==> src/rtl/csr_trap_ctrl_pkg.sv <==
// ---------------------------------------------------------------------------
// csr_trap_ctrl_pkg
//   Shared definitions for the CSR trap controller:
//   - bus widths and the machine timer interrupt cause value
//   - machine-mode CSR addresses touched by the trap/mret sequences
//   - mstatus / mie bit positions
//   - trap controller FSM state encoding
//   - mstatus rewrite helpers for trap entry and mret
// ---------------------------------------------------------------------------
package csr_trap_ctrl_pkg;

   localparam int XLEN_D   = 32;
   localparam int CSR_AW_D = 12;

   localparam logic [XLEN_D-1:0] IRQ_CAUSE_D = 32'h8000_0007;

   // Machine-mode CSR addresses
   localparam logic [CSR_AW_D-1:0] CSR_MSTATUS = 12'h300;
   localparam logic [CSR_AW_D-1:0] CSR_MIE     = 12'h304;
   localparam logic [CSR_AW_D-1:0] CSR_MTVEC   = 12'h305;
   localparam logic [CSR_AW_D-1:0] CSR_MEPC    = 12'h341;
   localparam logic [CSR_AW_D-1:0] CSR_MCAUSE  = 12'h342;
   localparam logic [CSR_AW_D-1:0] CSR_MTVAL   = 12'h343;

   // mstatus bit positions
   localparam int MS_MIE    = 3;
   localparam int MS_MPIE   = 7;
   localparam int MS_MPP_LO = 11;
   localparam int MS_MPP_HI = 12;

   // mie bit position of the machine timer interrupt enable
   localparam int MIE_MTIE = 7;

   typedef enum logic [3:0] {
      S_IDLE      = 4'd0,
      S_CHK_MS    = 4'd1,
      S_CHK_MIE   = 4'd2,
      S_W_MEPC    = 4'd3,
      S_W_MCAUSE  = 4'd4,
      S_W_MTVAL   = 4'd5,
      S_W_MSTATUS = 4'd6,
      S_R_MSTATUS = 4'd7,
      S_JUMP      = 4'd8
   } state_e;

   // Trap entry: stack MIE into MPIE, disable interrupts, record M-mode in MPP.
   function automatic logic [XLEN_D-1:0] trap_mstatus(input logic [XLEN_D-1:0] old);
      logic [XLEN_D-1:0] v;
      v                        = old;
      v[MS_MPP_HI:MS_MPP_LO]   = 2'b11;
      v[MS_MPIE]               = old[MS_MIE];
      v[MS_MIE]                = 1'b0;
      return v;
   endfunction

   // mret: restore MIE from MPIE and set MPIE.
   function automatic logic [XLEN_D-1:0] mret_mstatus(input logic [XLEN_D-1:0] old);
      logic [XLEN_D-1:0] v;
      v          = old;
      v[MS_MIE]  = old[MS_MPIE];
      v[MS_MPIE] = 1'b1;
      return v;
   endfunction

endpackage

==> src/rtl/csr_trap_ctrl.sv <==
// ---------------------------------------------------------------------------
// csr_trap_ctrl
//   Sole master of the CSR register file port. While idle it passes the
//   pipeline's CSR accesses straight through (EX write, ID read). On an
//   exception, a taken timer interrupt or an mret it takes the port, runs a
//   short sequence of CSR reads/writes (one per cycle) and finishes with a
//   one-cycle fetch redirect. The pipeline is held while the port is owned.
//
// Ports
//   clk, rst           clock, synchronous active-high reset
//   ex_csr_wr_*        pipeline CSR write request (EX stage)
//   id_csr_rd_addr/data pipeline CSR read (ID stage)
//   exc_req/cause/pc/tval  synchronous exception pulse and its trap info
//   mret_req           mret retiring in EX (pulse)
//   irq_timer, irq_pc  level timer interrupt, PC to resume at
//   csr_wr_*, csr_rd_* port to the CSR register file (read is combinational)
//   hold_o             pipeline stall
//   jump_en/jump_addr  one-cycle fetch redirect
// ---------------------------------------------------------------------------
module csr_trap_ctrl
   import csr_trap_ctrl_pkg::*;
#(
   parameter int                XLEN      = XLEN_D,
   parameter int                CSR_AW    = CSR_AW_D,
   parameter logic [XLEN-1:0]   IRQ_CAUSE = IRQ_CAUSE_D
) (
   input  logic              clk,
   input  logic              rst,

   input  logic              ex_csr_wr_en,
   input  logic [CSR_AW-1:0] ex_csr_wr_addr,
   input  logic [XLEN-1:0]   ex_csr_wr_data,
   input  logic [CSR_AW-1:0] id_csr_rd_addr,
   output logic [XLEN-1:0]   id_csr_rd_data,

   input  logic              exc_req,
   input  logic [XLEN-1:0]   exc_cause,
   input  logic [XLEN-1:0]   exc_pc,
   input  logic [XLEN-1:0]   exc_tval,
   input  logic              mret_req,
   input  logic              irq_timer,
   input  logic [XLEN-1:0]   irq_pc,

   output logic              csr_wr_en,
   output logic [CSR_AW-1:0] csr_wr_addr,
   output logic [XLEN-1:0]   csr_wr_data,
   output logic [CSR_AW-1:0] csr_rd_addr,
   input  logic [XLEN-1:0]   csr_rd_data,

   output logic              hold_o,
   output logic              jump_en,
   output logic [XLEN-1:0]   jump_addr
);

   state_e          state_q;
   logic            mret_q;      // 1: JUMP returns to mepc, 0: JUMP enters mtvec
   logic            mie_bit_q;   // mstatus.MIE captured in CHK_MS
   logic [XLEN-1:0] pc_q;
   logic [XLEN-1:0] cause_q;
   logic [XLEN-1:0] tval_q;

   // -----------------------------------------------------------------------
   // Sequencer
   // -----------------------------------------------------------------------
   // NOTE: state is updated with non-blocking assignments so every register
   // in this block sees the pre-edge values of the others.
   always_ff @(posedge clk) begin
      if (rst) begin
         state_q   <= S_IDLE;
         mret_q    <= 1'b0;
         mie_bit_q <= 1'b0;
         pc_q      <= '0;
         cause_q   <= '0;
         tval_q    <= '0;
      end else begin
         case (state_q)
            S_IDLE: begin
               // Requests are only honoured here; priority exc > mret > irq.
               if (exc_req) begin
                  pc_q    <= exc_pc;
                  cause_q <= exc_cause;
                  tval_q  <= exc_tval;
                  mret_q  <= 1'b0;
                  state_q <= S_W_MEPC;
               end else if (mret_req) begin
                  mret_q  <= 1'b1;
                  state_q <= S_R_MSTATUS;
               end else if (irq_timer) begin
                  state_q <= S_CHK_MS;
               end
            end
            S_CHK_MS: begin
               mie_bit_q <= csr_rd_data[MS_MIE];
               state_q   <= S_CHK_MIE;
            end
            S_CHK_MIE: begin
               if (mie_bit_q && csr_rd_data[MIE_MTIE]) begin
                  pc_q    <= irq_pc;
                  cause_q <= IRQ_CAUSE;
                  tval_q  <= '0;
                  mret_q  <= 1'b0;
                  state_q <= S_W_MEPC;
               end else begin
                  state_q <= S_IDLE;
               end
            end
            S_W_MEPC:    state_q <= S_W_MCAUSE;
            S_W_MCAUSE:  state_q <= S_W_MTVAL;
            S_W_MTVAL:   state_q <= S_W_MSTATUS;
            S_W_MSTATUS: state_q <= S_JUMP;
            S_R_MSTATUS: state_q <= S_JUMP;
            S_JUMP:      state_q <= S_IDLE;
            default:     state_q <= S_IDLE;
         endcase
      end
   end

   // -----------------------------------------------------------------------
   // CSR port mux and redirect
   // -----------------------------------------------------------------------
   // NOTE: every output gets a default before the case so no path through
   // this block can infer a latch.
   always_comb begin
      csr_wr_en      = 1'b0;
      csr_wr_addr    = '0;
      csr_wr_data    = '0;
      csr_rd_addr    = '0;
      id_csr_rd_data = '0;
      jump_en        = 1'b0;
      jump_addr      = '0;

      case (state_q)
         S_IDLE: begin
            csr_wr_en      = ex_csr_wr_en;
            csr_wr_addr    = ex_csr_wr_addr;
            csr_wr_data    = ex_csr_wr_data;
            csr_rd_addr    = id_csr_rd_addr;
            id_csr_rd_data = csr_rd_data;
         end
         S_CHK_MS:  csr_rd_addr = CSR_MSTATUS;
         S_CHK_MIE: csr_rd_addr = CSR_MIE;
         S_W_MEPC: begin
            csr_wr_en   = 1'b1;
            csr_wr_addr = CSR_MEPC;
            csr_wr_data = pc_q;
         end
         S_W_MCAUSE: begin
            csr_wr_en   = 1'b1;
            csr_wr_addr = CSR_MCAUSE;
            csr_wr_data = cause_q;
         end
         S_W_MTVAL: begin
            csr_wr_en   = 1'b1;
            csr_wr_addr = CSR_MTVAL;
            csr_wr_data = tval_q;
         end
         S_W_MSTATUS: begin
            // Read-modify-write of mstatus in a single cycle.
            csr_rd_addr = CSR_MSTATUS;
            csr_wr_en   = 1'b1;
            csr_wr_addr = CSR_MSTATUS;
            csr_wr_data = trap_mstatus(csr_rd_data);
         end
         S_R_MSTATUS: begin
            csr_rd_addr = CSR_MSTATUS;
            csr_wr_en   = 1'b1;
            csr_wr_addr = CSR_MSTATUS;
            csr_wr_data = mret_mstatus(csr_rd_data);
         end
         S_JUMP: begin
            jump_en = 1'b1;
            if (mret_q) begin
               csr_rd_addr = CSR_MEPC;
               jump_addr   = csr_rd_data;
            end else begin
               // Direct mode only: mtvec mode bits are dropped.
               csr_rd_addr = CSR_MTVEC;
               jump_addr   = {csr_rd_data[XLEN-1:2], 2'b00};
            end
         end
         default: ;
      endcase

      // A reset cycle must not commit a write or a redirect, even mid-sequence.
      if (rst) begin
         csr_wr_en = 1'b0;
         jump_en   = 1'b0;
         jump_addr = '0;
      end
   end

   // Stall as soon as a request appears so the requesting instruction
   // does not advance while the sequence starts.
   assign hold_o = !rst && ((state_q != S_IDLE) || exc_req || mret_req || irq_timer);

endmodule

==> config.mk <==
export PLATFORM = sky130hd
export DESIGN_NAME = csr_trap_ctrl
export DESIGN_NICKNAME = d
export VERILOG_FILES = /design/src/rtl/csr_trap_ctrl_pkg.sv /design/src/rtl/csr_trap_ctrl.sv
export SDC_FILE = /design/constraint.sdc
export NUM_CORES = 1
export LEC_CHECK = 0
export CORE_ASPECT_RATIO = 2
export CORE_MARGIN = 8
export CORE_UTILIZATION = 40
export CTS_CLUSTER_SIZE = 20
export DETAILED_ROUTE_END_ITERATION = 10
export PLACE_DENSITY = 0.82
export SYNTH_ARGS = -nofsm -noshare
export SYNTH_HDL_FRONTEND = slang
export SYNTH_SLANG_ARGS = --single-unit
==> constraint.sdc <==
create_clock -name clk -period 2.85 [get_ports clk]
set_input_delay 0.7125 -clock clk [delete_from_list [all_inputs] [get_ports clk]]
set_output_delay 0.7125 -clock clk [all_outputs]
set_load 0.005 [all_outputs]
==> impl_metrics.ini <==
[outcome]
outcome = completed

[sta]
fin_skew_ns = 0.00812
relSlewSlack_pct = 33.3
worst_pin_slew_ns = 1.00
slew_violations = 0
setup_violations = 0
setup_tns_ns = 0
finalCriticalPeriod_ns = 2.81
post-route-period-util_pct = 98.6
hold_viol_final = 0
fmaxAchievable_mhz = 356

[logic_synthesis]
syn-num-nets = 968
synth_area_per_cell_um2 = 8.64
yosysWarnings = 0
seq_area_frac_synth_pct = 31.7
synth_cell_types = 38
synth_cells = 746
syn_area_um2 = 6440
yosysTopAreaCellShare_pct = 31.7
yosys.area.top_type = dfxtp_1
synthTopCellsByArea = dfxtp_1 (32%), mux2i_1 (17%), and2_1 (7.6%)
ys_ff_latch = 102

[routing]
num_vias = 7152
wl_met1_mm = 11.6
firstDrtPassIters = 7
drcViolationCount = 0
dr.max_layer_used = met4
totalWireLength_mm = 31.3
ant_nets = 0
routedWlPerCell_um = 23.4
initialDrtViolationCount = 332
vias_per_cell = 5.35
wl_met2_mm = 16.1
wl_met3_mm = 2.47

[power]
ir_drop_v = 0.000298
pwr_density_cell_nw_per_um2 = 516
p_leak_nw = 4.77

[setup_path]
arrival_ns = 2.10
crit_fanout = 6
crit_family = buffers and inverters
worstPathCellList = buf_12 -> nor3_4 -> buf_6 -> clkbuf_4 -> o21a_1 -> clkdlybuf4s50_1
crit_path_end_kind = primary output
crit_path_max_incr_delay_ns = 0.52
worstSetupPathType = register to primary output
critPathRequiredTime_ns = 2.14
startpoint_type = register
crit_buf_inv = 4
cp_slowest_cell = clkdlybuf4s50_1

[clock_tree]
insertion_delay_ns = 0.35
clk_pin_slew_worst_paths_ns = 0.07
cts_buffers = 9
tritoncts = done
cts.path.max_buffers = 2
cts_hold_buf = 0
htreeDepth = 3
root_buffer = clkbuf_16
numClockSinks = 102

[cells_and_area]
nets = 1348
area_growth_pct = 75.2
utilization_pct = 71.5
drive_gt1_share_pct = 17.9
fill_cells = 1286
fin_area_um2 = 11300

[global_routing]
grt_pass1_wl_mm = 46.0
grt_max_degree = 77
grt_usage_pct = 29.1
antenna_found_initial = 4
grt-ovfl-total = 0
grt_pass1_vias = 7473

[die]
dieArea_um2 = 20700
start_util_pct = 40.8
chipWidth_um = 106
core_um2 = 15800
row_count = 65
die_y_um = 195
io_pins = 345

[min_path]
hold_path_class = register to register

[placed_design]
post_dp_cell_area_um2 = 10400
place_congestion = 0.925
dp_hpwl_mm = 22.6
port-buffer-count = 344

[job]
maxCapViolations = 0
-- cells in the mapped netlist --
library cell  instances
a211o_1               2
a211oi_1             23
a211oi_2             29
a21o_1               18
a21oi_1              14
a221oi_1             19
a22oi_1              29
a311oi_1              1
a32o_1                1
and2_0                1
and2_1               78
and3_1                2
and3b_1               1
buf_1                 4
buf_2                16
buf_4                 8
buf_6                 8
clkbuf_1             39
dfxtp_1             102
inv_1                 1
mux2i_1             108
nand2_1              21
nand2b_1              2
nand3_1               2
nor2_1              113
nor2b_1              63
nor3_1                9
nor3_2                2
nor3b_1               1
nor4_4                1
nor4b_4               1
o21a_1                5
o21ai_0               4
o221ai_1             13
o22a_1                2
o41ai_1               1
or2_1                 1
or2_2                 1
-- layout by cell type, fill, tap and decap left out, types with 7 or more instances in the layout --
master	Yosys	routed
nor2_1	113	111
nor2b_1	63	62
clkbuf_16	0	9
dlygate4sd2_1	0	95
dfxtp_1	102	98
clkdlybuf4s50_1	0	227
o221ai_1	13	13
nand2_1	21	21
a22oi_1	29	25
a21o_1	18	18
clkbuf_2	0	7
buf_6	8	17
mux2i_1	108	107
nor3_1	9	8
buf_12	0	13
a211oi_2	29	36
a221oi_2	0	10
buf_4	8	61
a211oi_1	23	16
a21oi_1	14	13
dlymetal6s2s_1	0	9
and2_1	78	77
-- metrics by stage --
stage	hold slack [ns]	setup slack (ns)	power, mW	cells
2_1_floorplan	0.452	0.593	3.01	746
5_1_grt	0.527	-0.0213	6.09	1336
6_report	0.499	0.0403	5.82	1336
3_5_place_dp	0.485	-0.202	4.35	1279
4_1_cts	0.503	-0.0622	5.81	1330
3_3_place_gp	0.467	-0.192	4.32	1279
-- sequential cells by signal (all words and copies together), names as in the netlist --
name	flops
mie_bit_q	1
cause_q	32
tval_q	32
state_q	4
mret_q	1
pc_q	32
-- final cells by class --
class | count | area, um2 | area share (%)
diodes | 4 | 10.0 | 0.0887
clock buffers | 10 | 229 | 2.03
clock inverters | 6 | 55.1 | 0.488
inverters | 1 | 3.75 | 0.0333
multi-input cells | 568 | 4270 | 37.8
flip-flops and latches | 102 | 2060 | 18.2
well taps | 201 | 251 | 2.23
repair buffers | 444 | 4410 | 39.1
-- metal layers --
metal	track usage [%]	vias up
met5	0	-
li1	-	3416
met2	49.5	334
met3	7.65	54
met4	13.4	0
met1	32.9	3348
-- worst paths after layout --
kind	start	endpoint	slack, ns	cells past startpoint
setup / recovery	state_q[2]$_SDFFE_PP0P_	csr_rd_addr[0]	0.04	6
hold / removal	cause_q[19]$_SDFFE_PP0P_	cause_q[19]$_SDFFE_PP0P_	0.50	2
setup reg to reg	state_q[1]$_SDFFE_PP0P_	cause_q[18]$_SDFFE_PP0P_	0.52	10
hold reg to reg	cause_q[19]$_SDFFE_PP0P_	cause_q[19]$_SDFFE_PP0P_	0.50	2
-- worst reg2reg max path, stage by stage, from the launching register on --
cell and delay, ns:
dfxtp_4 0.37, buf_12 0.16, nor4_4 0.26, buf_6 0.17, buf_4 0.13, buf_12 0.13, buf_4 0.13, a32o_4 0.18
buf_12 0.33, mux2i_1 0.28, nor2_1 0.05
-- report_power, final --
part           internal, mW  total, mW  switching, mW
Clock                 0.610       1.21          0.598
Sequential             1.60       1.72          0.120
Combinational          1.55       2.89           1.34
Total                  3.76       5.82           2.06
-- kinds of logic after synthesis --
family,count (synthesis),synth area share (%)
DFF,102,31.7
AOI/OAI and AO/OA,161,21.1
muxes,108,16.8
buffers and inverters,76,6.14
and+or+nand+nor,299,24.3
-- timing repair --
item,4_1_cts,5_1_grt
setup endpoints to repair,112,26
cloned,10,0
pin swaps,16,5
resized for setup,189,36
buffers inserted,25,2
No activity file was read; power rests on OpenSTA's default activity.
